`src/rtl/pio_cmd_pkg.sv`:
```
// Shared command codes and sequencer state encoding for the HPS PIO command path.
package pio_cmd_pkg;

  localparam logic [5:0] CMD_WRITE_IMGRAM  = 6'h01;
  localparam logic [5:0] CMD_WRITE_REGCTRL = 6'h02;
  localparam logic [5:0] CMD_START_PROCESS = 6'h04;

  localparam int TIMEOUT_CNT_W = 26;

  typedef enum logic [1:0] {
    ST_IDLE      = 2'd0,
    ST_ISSUE     = 2'd1,
    ST_WAIT_PROC = 2'd2,
    ST_DONE_WAIT = 2'd3
  } seq_state_t;

endpackage

```
`src/rtl/pio_cmd_sequencer_rise_detect.sv`:
```
// Registered rising-edge detector; RESET_VAL sets what the previous level is assumed to be after reset.
module rise_detect #(
  parameter logic RESET_VAL = 1'b0
) (
  input  logic clk,
  input  logic reset_n,
  input  logic sig,
  output logic rise
);

  logic sig_q;

  // NOTE: sequential state uses non-blocking assignments so every flop samples pre-edge values.
  always_ff @(posedge clk) begin
    if (!reset_n) sig_q <= RESET_VAL;
    else          sig_q <= sig;
  end

  assign rise = sig & ~sig_q;

endmodule

```
`src/rtl/pio_cmd_sequencer.sv`:
```
// Turns the level-held HPS PIO enable into one single-cycle command strobe plus a four-phase done handshake.
// Optional build macro PIO_CMD_TIMEOUT_EN bounds the wait for processor completion.
module pio_cmd_sequencer
  import pio_cmd_pkg::*;
#(
  parameter int ADDR_W         = 15,
  parameter int DATA_W         = 32,
  parameter int CMD_W          = 6,
  parameter int TIMEOUT_CYCLES = 50000000
) (
  input  logic              clk,
  input  logic              reset_n,
  input  logic              hps_enable,
  input  logic [CMD_W-1:0]  hps_cmd,
  input  logic [ADDR_W-1:0] hps_address,
  input  logic [DATA_W-1:0] hps_data,
  input  logic              proc_done_in,
  output logic              img_wren,
  output logic [ADDR_W-1:0] img_addr,
  output logic [7:0]        img_data,
  output logic              reg_write,
  output logic [1:0]        reg_addr,
  output logic [DATA_W-1:0] reg_wdata,
  output logic              start_pulse,
  output logic              done_to_hps,
  output logic              busy,
  output logic              cmd_error,
  output logic              timeout_flag,
  output logic [15:0]       cmd_count
);

  if (TIMEOUT_CYCLES < 1 || TIMEOUT_CYCLES > (1 << TIMEOUT_CNT_W)) begin : g_timeout_range_check
    $error("TIMEOUT_CYCLES out of range for the timeout counter");
  end

  seq_state_t        state;
  logic [CMD_W-1:0]  cmd_q;
  logic [ADDR_W-1:0] addr_q;
  logic [DATA_W-1:0] data_q;
  logic              en_rise;
  logic              pd_rise;

  // Enable starts "high" after reset so a level held across reset release never fires.
  rise_detect #(.RESET_VAL(1'b1)) u_en_rise (
    .clk     (clk),
    .reset_n (reset_n),
    .sig     (hps_enable),
    .rise    (en_rise)
  );

  rise_detect #(.RESET_VAL(1'b0)) u_pd_rise (
    .clk     (clk),
    .reset_n (reset_n),
    .sig     (proc_done_in),
    .rise    (pd_rise)
  );

`ifdef PIO_CMD_TIMEOUT_EN
  localparam logic [TIMEOUT_CNT_W-1:0] TIMEOUT_LAST = TIMEOUT_CNT_W'(TIMEOUT_CYCLES - 1);

  logic [TIMEOUT_CNT_W-1:0] tmo_cnt;

  // Held at zero outside WAIT_PROC, so it is already cleared on entry.
  always_ff @(posedge clk) begin
    if (!reset_n)                  tmo_cnt <= '0;
    else if (state != ST_WAIT_PROC) tmo_cnt <= '0;
    else                           tmo_cnt <= tmo_cnt + 1'b1;
  end
`else
  assign timeout_flag = 1'b0;
`endif

  always_ff @(posedge clk) begin
    if (!reset_n) begin
      state       <= ST_IDLE;
      cmd_q       <= '0;
      addr_q      <= '0;
      data_q      <= '0;
      done_to_hps <= 1'b0;
      busy        <= 1'b0;
      cmd_error   <= 1'b0;
      cmd_count   <= '0;
`ifdef PIO_CMD_TIMEOUT_EN
      timeout_flag <= 1'b0;
`endif
    end else begin
      case (state)
        ST_IDLE: begin
          if (en_rise) begin
            cmd_q     <= hps_cmd;
            addr_q    <= hps_address;
            data_q    <= hps_data;
            cmd_count <= cmd_count + 16'd1;
            busy      <= 1'b1;
            state     <= ST_ISSUE;
          end
        end
        ST_ISSUE: begin
          case (cmd_q)
            CMD_START_PROCESS: state <= ST_WAIT_PROC;
            CMD_WRITE_IMGRAM,
            CMD_WRITE_REGCTRL: begin
              done_to_hps <= 1'b1;
              state       <= ST_DONE_WAIT;
            end
            default: begin
              cmd_error   <= 1'b1;
              done_to_hps <= 1'b1;
              state       <= ST_DONE_WAIT;
            end
          endcase
        end
        ST_WAIT_PROC: begin
          if (pd_rise) begin
            done_to_hps <= 1'b1;
            state       <= ST_DONE_WAIT;
          end
`ifdef PIO_CMD_TIMEOUT_EN
          else if (tmo_cnt == TIMEOUT_LAST) begin
            timeout_flag <= 1'b1;
            done_to_hps  <= 1'b1;
            state        <= ST_DONE_WAIT;
          end
`endif
        end
        ST_DONE_WAIT: begin
          if (!hps_enable) begin
            done_to_hps <= 1'b0;
            busy        <= 1'b0;
            state       <= ST_IDLE;
          end
        end
        default: state <= ST_IDLE;
      endcase
    end
  end

  // Strobes decode straight from ISSUE so they line up with the fields latched one cycle earlier.
  assign img_wren    = (state == ST_ISSUE) && (cmd_q == CMD_WRITE_IMGRAM);
  assign reg_write   = (state == ST_ISSUE) && (cmd_q == CMD_WRITE_REGCTRL);
  assign start_pulse = (state == ST_ISSUE) && (cmd_q == CMD_START_PROCESS);

  assign img_addr  = addr_q;
  assign img_data  = data_q[7:0];
  assign reg_addr  = addr_q[1:0];
  assign reg_wdata = data_q;

endmodule

```
`config.mk`:
```
export PLATFORM = sky130hd
export DESIGN_NAME = pio_cmd_sequencer
export DESIGN_NICKNAME = d
export VERILOG_FILES = /design/src/rtl/pio_cmd_pkg.sv /design/src/rtl/pio_cmd_sequencer_rise_detect.sv /design/src/rtl/pio_cmd_sequencer.sv
export SDC_FILE = /design/constraint.sdc
export NUM_CORES = 1
export LEC_CHECK = 0
export CAP_MARGIN = 20
export CORE_AREA = 3 3 87 89
export DETAILED_ROUTE_END_ITERATION = 10
export DIE_AREA = 0 0 90 92
export MAX_ROUTING_LAYER = met4
export PLACE_DENSITY = 0.93
export SLEW_MARGIN = 20
export SYNTH_ARGS = -nofsm -noshare
export SYNTH_HDL_FRONTEND = slang
export SYNTH_SLANG_ARGS = --single-unit
export TNS_END_PERCENT = 10
```
`constraint.sdc`:
```
create_clock -name clk -period 3.3 [get_ports clk]
set_input_delay 0.66 -clock clk [delete_from_list [all_inputs] [get_ports clk]]
set_output_delay 0.66 -clock clk [all_outputs]
set_load 0.005 [all_outputs]
```
* After elaboration in Yosys (flattened, before gate mapping) *
Cells that the tools add are included.

word-level totals
  flip-flop bits (word level) = 76
  logic and storage cells = 49

cells by class
  add/subtract/negate cells = 1
  eq/ne operators = 10
  mux-type cells = 11
  bitwise logic cells = 5
  reductions and logical operators = 12

operator list
  kind                   number
  $add 16x1->16 const B  1
  $ne 2x2->1 const B     4
  $pmux 2 s4             1
  $eq 6x1->1 const B     1
  $eq 6x2->1 const B     1
  $eq 6x3->1 const B     1
  $mux 2                 3
  $reduce_and 3->1       2
  $mux 1                 5
  $eq 2x2->1 const B     2
  $reduce_and 2->1       2
  $reduce_and 4->1       1
  $logic_and 1x1->1      3
  $not 1->1              3
  $pmux 1 s3             1
  $reduce_bool 3->1      1
  $reduce_or 3->1        1
  $and 1x1->1            2
  $eq 2x1->1 const B     1
  $logic_not 2->1        1
  $pmux 1 s2             1
  $reduce_bool 2->1      1

* Depth between registers and ports, before layout *
  word-level depth = 4
  depth in mapped cells = 7
  mapped depth without buffers = 6

* Cells and area by module *
From an unflattened synthesis, not the netlist that was laid out.

second synthesis, totals
  cell total of the unflattened synthesis = 370
  area, all modules = 3052.9 um^2

by module, submodules not included
  module             times used  cells each  area an instance (um^2)
  pio_cmd_sequencer  1           364         2972.9
  rise_detect        2           3           40.0

* Worst setup path after synthesis *
OpenSTA, ideal clock, no wires.

  path kind = reg-to-output
  start = register cmd_q[3]
  end = output port reg_write
  data arrival time = 0.977 ns
  setup slack = 1.663 ns
  stages on the path, launching flop included = 4
  path buffers = 0
  cell sequence = dfxtp_1 -> nor3_1 -> nand3b_1 -> nor3b_1

between the ends
  cells in the longest elaborated chain, start to end = 2

RTL lines
  what                      RTL line                  text
  start: declaration        pio_cmd_sequencer.sv:37   logic [CMD_W-1:0] cmd_q;
  start signal: assignment  pio_cmd_sequencer.sv:90   cmd_q <= hps_cmd;
  $eq 6x2->1                pio_cmd_sequencer.sv:140  assign reg_write = (state == ST_ISSUE) && (cmd_q == CMD_WRITE_REGCTRL);
  $logic_and 1x1->1         pio_cmd_sequencer.sv:140
  end: declaration          pio_cmd_sequencer.sv:21   output logic reg_write,

Every way passes these cells.

* Final worst setup path *
  start = register cmd_q[3]
  end = output port img_wren

between the ends
  cells in the longest elaborated chain, start to end = 2

RTL lines
  what               RTL line                  text
  $eq 6x1->1         pio_cmd_sequencer.sv:139  assign img_wren = (state == ST_ISSUE) && (cmd_q == CMD_WRITE_IMGRAM);
  $logic_and 1x1->1  pio_cmd_sequencer.sv:139
  end: declaration   pio_cmd_sequencer.sv:18   output logic img_wren,

Every way passes these cells.

==> reports/qor.yml <==
placed_design:
  io_buffers: 135
  post-dp-hpwl_um: 5480
  gp_congestion: 0.844
  dp.cells: 573
synth:
  yosys_most_used_dff: "dfxtp_1"
  netlist_instances: 370
  synth_top_family_by_area: "simple AND/OR/NAND/NOR gates"
  muxShareOfSynthArea: 0.0132
  yosysWarnings: 0
  yosys.area.top_type: "dfxtp_1"
  yosysSeqAreaShare: 0.501
  synthArstFlopShare: 0
  synth_area_leaders: "dfxtp_1 (50%), nand2_1 (14%), a21oi_1 (9.7%)"
  yosysUniqueCellTypes: 37
  netlist.area_leader.share: 0.501
  synth.avg_cell_area_um2: 8.21
  ys_ff_latch: 76
  synth_xor_area_frac: 0.0346
  synth_compound_area_frac: 0.120
  syn_nets: 433
  synthSimpleGateAreaFrac: 0.243
  synth_edf_count: 0
  syn_area_um2: 3040
  synthAdderAreaFrac: 0.0247
critical_path:
  required_ns: 2.64
  reg2reg_from: "state[0]"
  timing.critical_path.cells: "nor3_1 -> nand3b_1 -> nor3b_1 -> clkdlybuf4s50_1"
  worstSetupPathType: "flop to primary output"
  r2r-end: "cmd_count[13]"
  critPathArrivalTime_ns: 2.02
  max_stage_delay_ns: 0.55
  startpoint: "cmd_q[3]"
  endpoint: "img_wren"
  ff2ff_path_depth: 6
  reg2reg_slack_ns: 1.31
  cp-end-kind: "primary output"
  crit_slowest_cell: "clkdlybuf4s50_1"
  worst-path-max-fanout: 4
  critPathLaunchType: "flop"
timing:
  min_period_over_period: 0.813
  tightest_slew_ns: 0.772
  period_minus_slack_ns: 2.68
  rsz0062_at_grt: "false"
  setup_tns_ns: 0
  final-setup-viol-count: 0
  hold_violations: 0
  final-max-slew-violation-count: 0
  fmaxAchievable_ghz: 0.373
  clock_skew_ns: 0.00868
  relSlewSlack: 0.485
die:
  dieArea_um2: 8280
  io_pins: 137
  start_util: 0.445
  die_h_um: 92
  die_w_um: 90
  core_um2: 6830
  num_rows: 30
outcome:
  outcome: "complete, no violations"
grt:
  grt_util_all_layers: 0.193
  grt_antenna_before_repair: 0
  grt_pass1_wl_um: 12900
  grt_pass1_vias: 2839
  overflow: 0
  grt_start_max_net_pins: 49
flow_run:
  cap_violations: 0
detailed_routing:
  firstDrtPassIters: 5
  via_count: 2878
  drt_iter0_drc: 100
  via_per_inst: 4.89
  wl_um: 7740
  drc: 0
  antenna_left: 0
  wl_per_cell_um: 13.1
min_path:
  hp-class: "flop to flop"
layout:
  diodes: 0
  layout_common_cells: "clkdlybuf4s50_1 (135), nand2_1 (113), dfxtp_1 (76), a21oi_1 (59), nor2_1 (14)"
  nets: 551
  drive_gt1_frac: 0.0487
  area_growth_pct: 51.8
  final_cells: 589
  layout_commonest_cell: "clkdlybuf4s50_1"
cts:
  holdBufCountCts: 0
  cts_inserted_buffers: 9
  clk_pin_slew_ns: 0.08
  cts_root_buffer: "clkbuf_8"
  ctsHtreeMaxLevel: 3
  post-cts-setup-buffer-count: 0
  clk_latency_ns: 0.34
  cts_resized: 0
  cts_max_path_buffers: 2
  cts_tree: "done"
  cts_num_sinks: 76
pwr:
  p_clk_frac: 0.357
  p_leak_nw: 1.62
  switching_power_mw: 0.570
  irDropWorstVdd_uv: 427
  p_comb_frac: 0.196
  intPower_mw: 1.72
  swShare: 0.249
  seq_power_share: 0.447
  powerDensity_nw_per_um2: 498
==> cells by family after synthesis <==
| logic type | after synthesis |
|---|---|
| simple gates | 165 |
| flops | 76 |
| compound gates | 69 |
| buf+inv | 37 |
| xor+xnor | 12 |
| fa+ha+maj | 6 |
| mux | 4 |
| other cells | 1 |
==> sequential cells by signal (all words and copies together), names as in the netlist, 2 cells and up <==
signal and cells:
reg_wdata 32, cmd_count 16, img_addr 15, cmd_q 6, state 2
==> per-layer routing <==
metal	part of all wire	global-route usage	vias up
li1	-	-	1443
met1	0.41	0.209	1317
met2	0.50	0.337	102
met3	0.066	0.0509	16
met4	0.021	0.0778	0
met5	0	-	-
==> synthesized netlist by cell type, types with 2 or more instances <==
master / number
a21oi_1: 59
buf_2: 6
buf_4: 11
clkbuf_1: 13
dfxtp_1: 76
ha_1: 6
inv_1: 5
mux2i_1: 4
nand2_1: 113
nand2b_1: 6
nand3_1: 8
nand4_1: 4
nor2_1: 14
nor3_1: 5
nor3b_1: 2
nor4_1: 3
nor4_2: 2
o21ai_0: 4
xnor2_1: 10
xor2_1: 2
==> worst max-delay path, delay by kind of cell, from the launching register on <==
family	cells	cell delay, ns
buffers and inverters	1	0.55
DFF	1	0.31
and+or+nand+nor	3	0.82
==> layout make-up <==
| class | instances | area, µm² |
|---|---|---|
| clock buffer | 11 | 131 |
| clock inverter | 5 | 100 |
| fill | 548 | 2220 |
| inverter | 6 | 22.5 |
| multi-input combinational | 257 | 1330 |
| sequential | 76 | 1520 |
| tap | 96 | 120 |
| timing repair buffer | 138 | 1390 |
==> metrics by stage <==
step	power (mW)	utilization	instance area, µm²	setup WS [ns]	hold WS [ns]
CTS	2.32	0.675	4610	0.594	0.459
detailed placement	1.50	0.641	4380	0.786	0.448
global route	2.42	0.675	4610	0.371	0.481
finish	2.29	0.675	4610	0.619	0.457
global placement	1.48	0.641	4380	0.831	0.442
floorplan	1.27	-	3040	1.66	0.436
==> power groups by stage <==
stage	Sequential, mW	Clock [mW]	Combinational [mW]
2_1_floorplan	1.04	0	0.225
3_3_place_gp	1.04	0	0.434
3_5_place_dp	1.05	0	0.449
4_1_cts	1.03	0.840	0.453
5_1_grt	1.04	0.882	0.499
6_report	1.03	0.820	0.450
==> worst min-delay path by stage <==
stage / to / slack [ns] / start / cells after the start
floorplan: cmd_q[5] / 0.44 / cmd_q[5] / 2
global placement: img_addr[6] / 0.44 / img_addr[6] / 2
detailed placement: reg_wdata[21] / 0.45 / reg_wdata[21] / 2
CTS: reg_wdata[21] / 0.46 / reg_wdata[21] / 2
global route: reg_wdata[20] / 0.48 / reg_wdata[20] / 2
finish: reg_wdata[24] / 0.46 / reg_wdata[24] / 2
No activity file was read; power rests on OpenSTA's default activity.
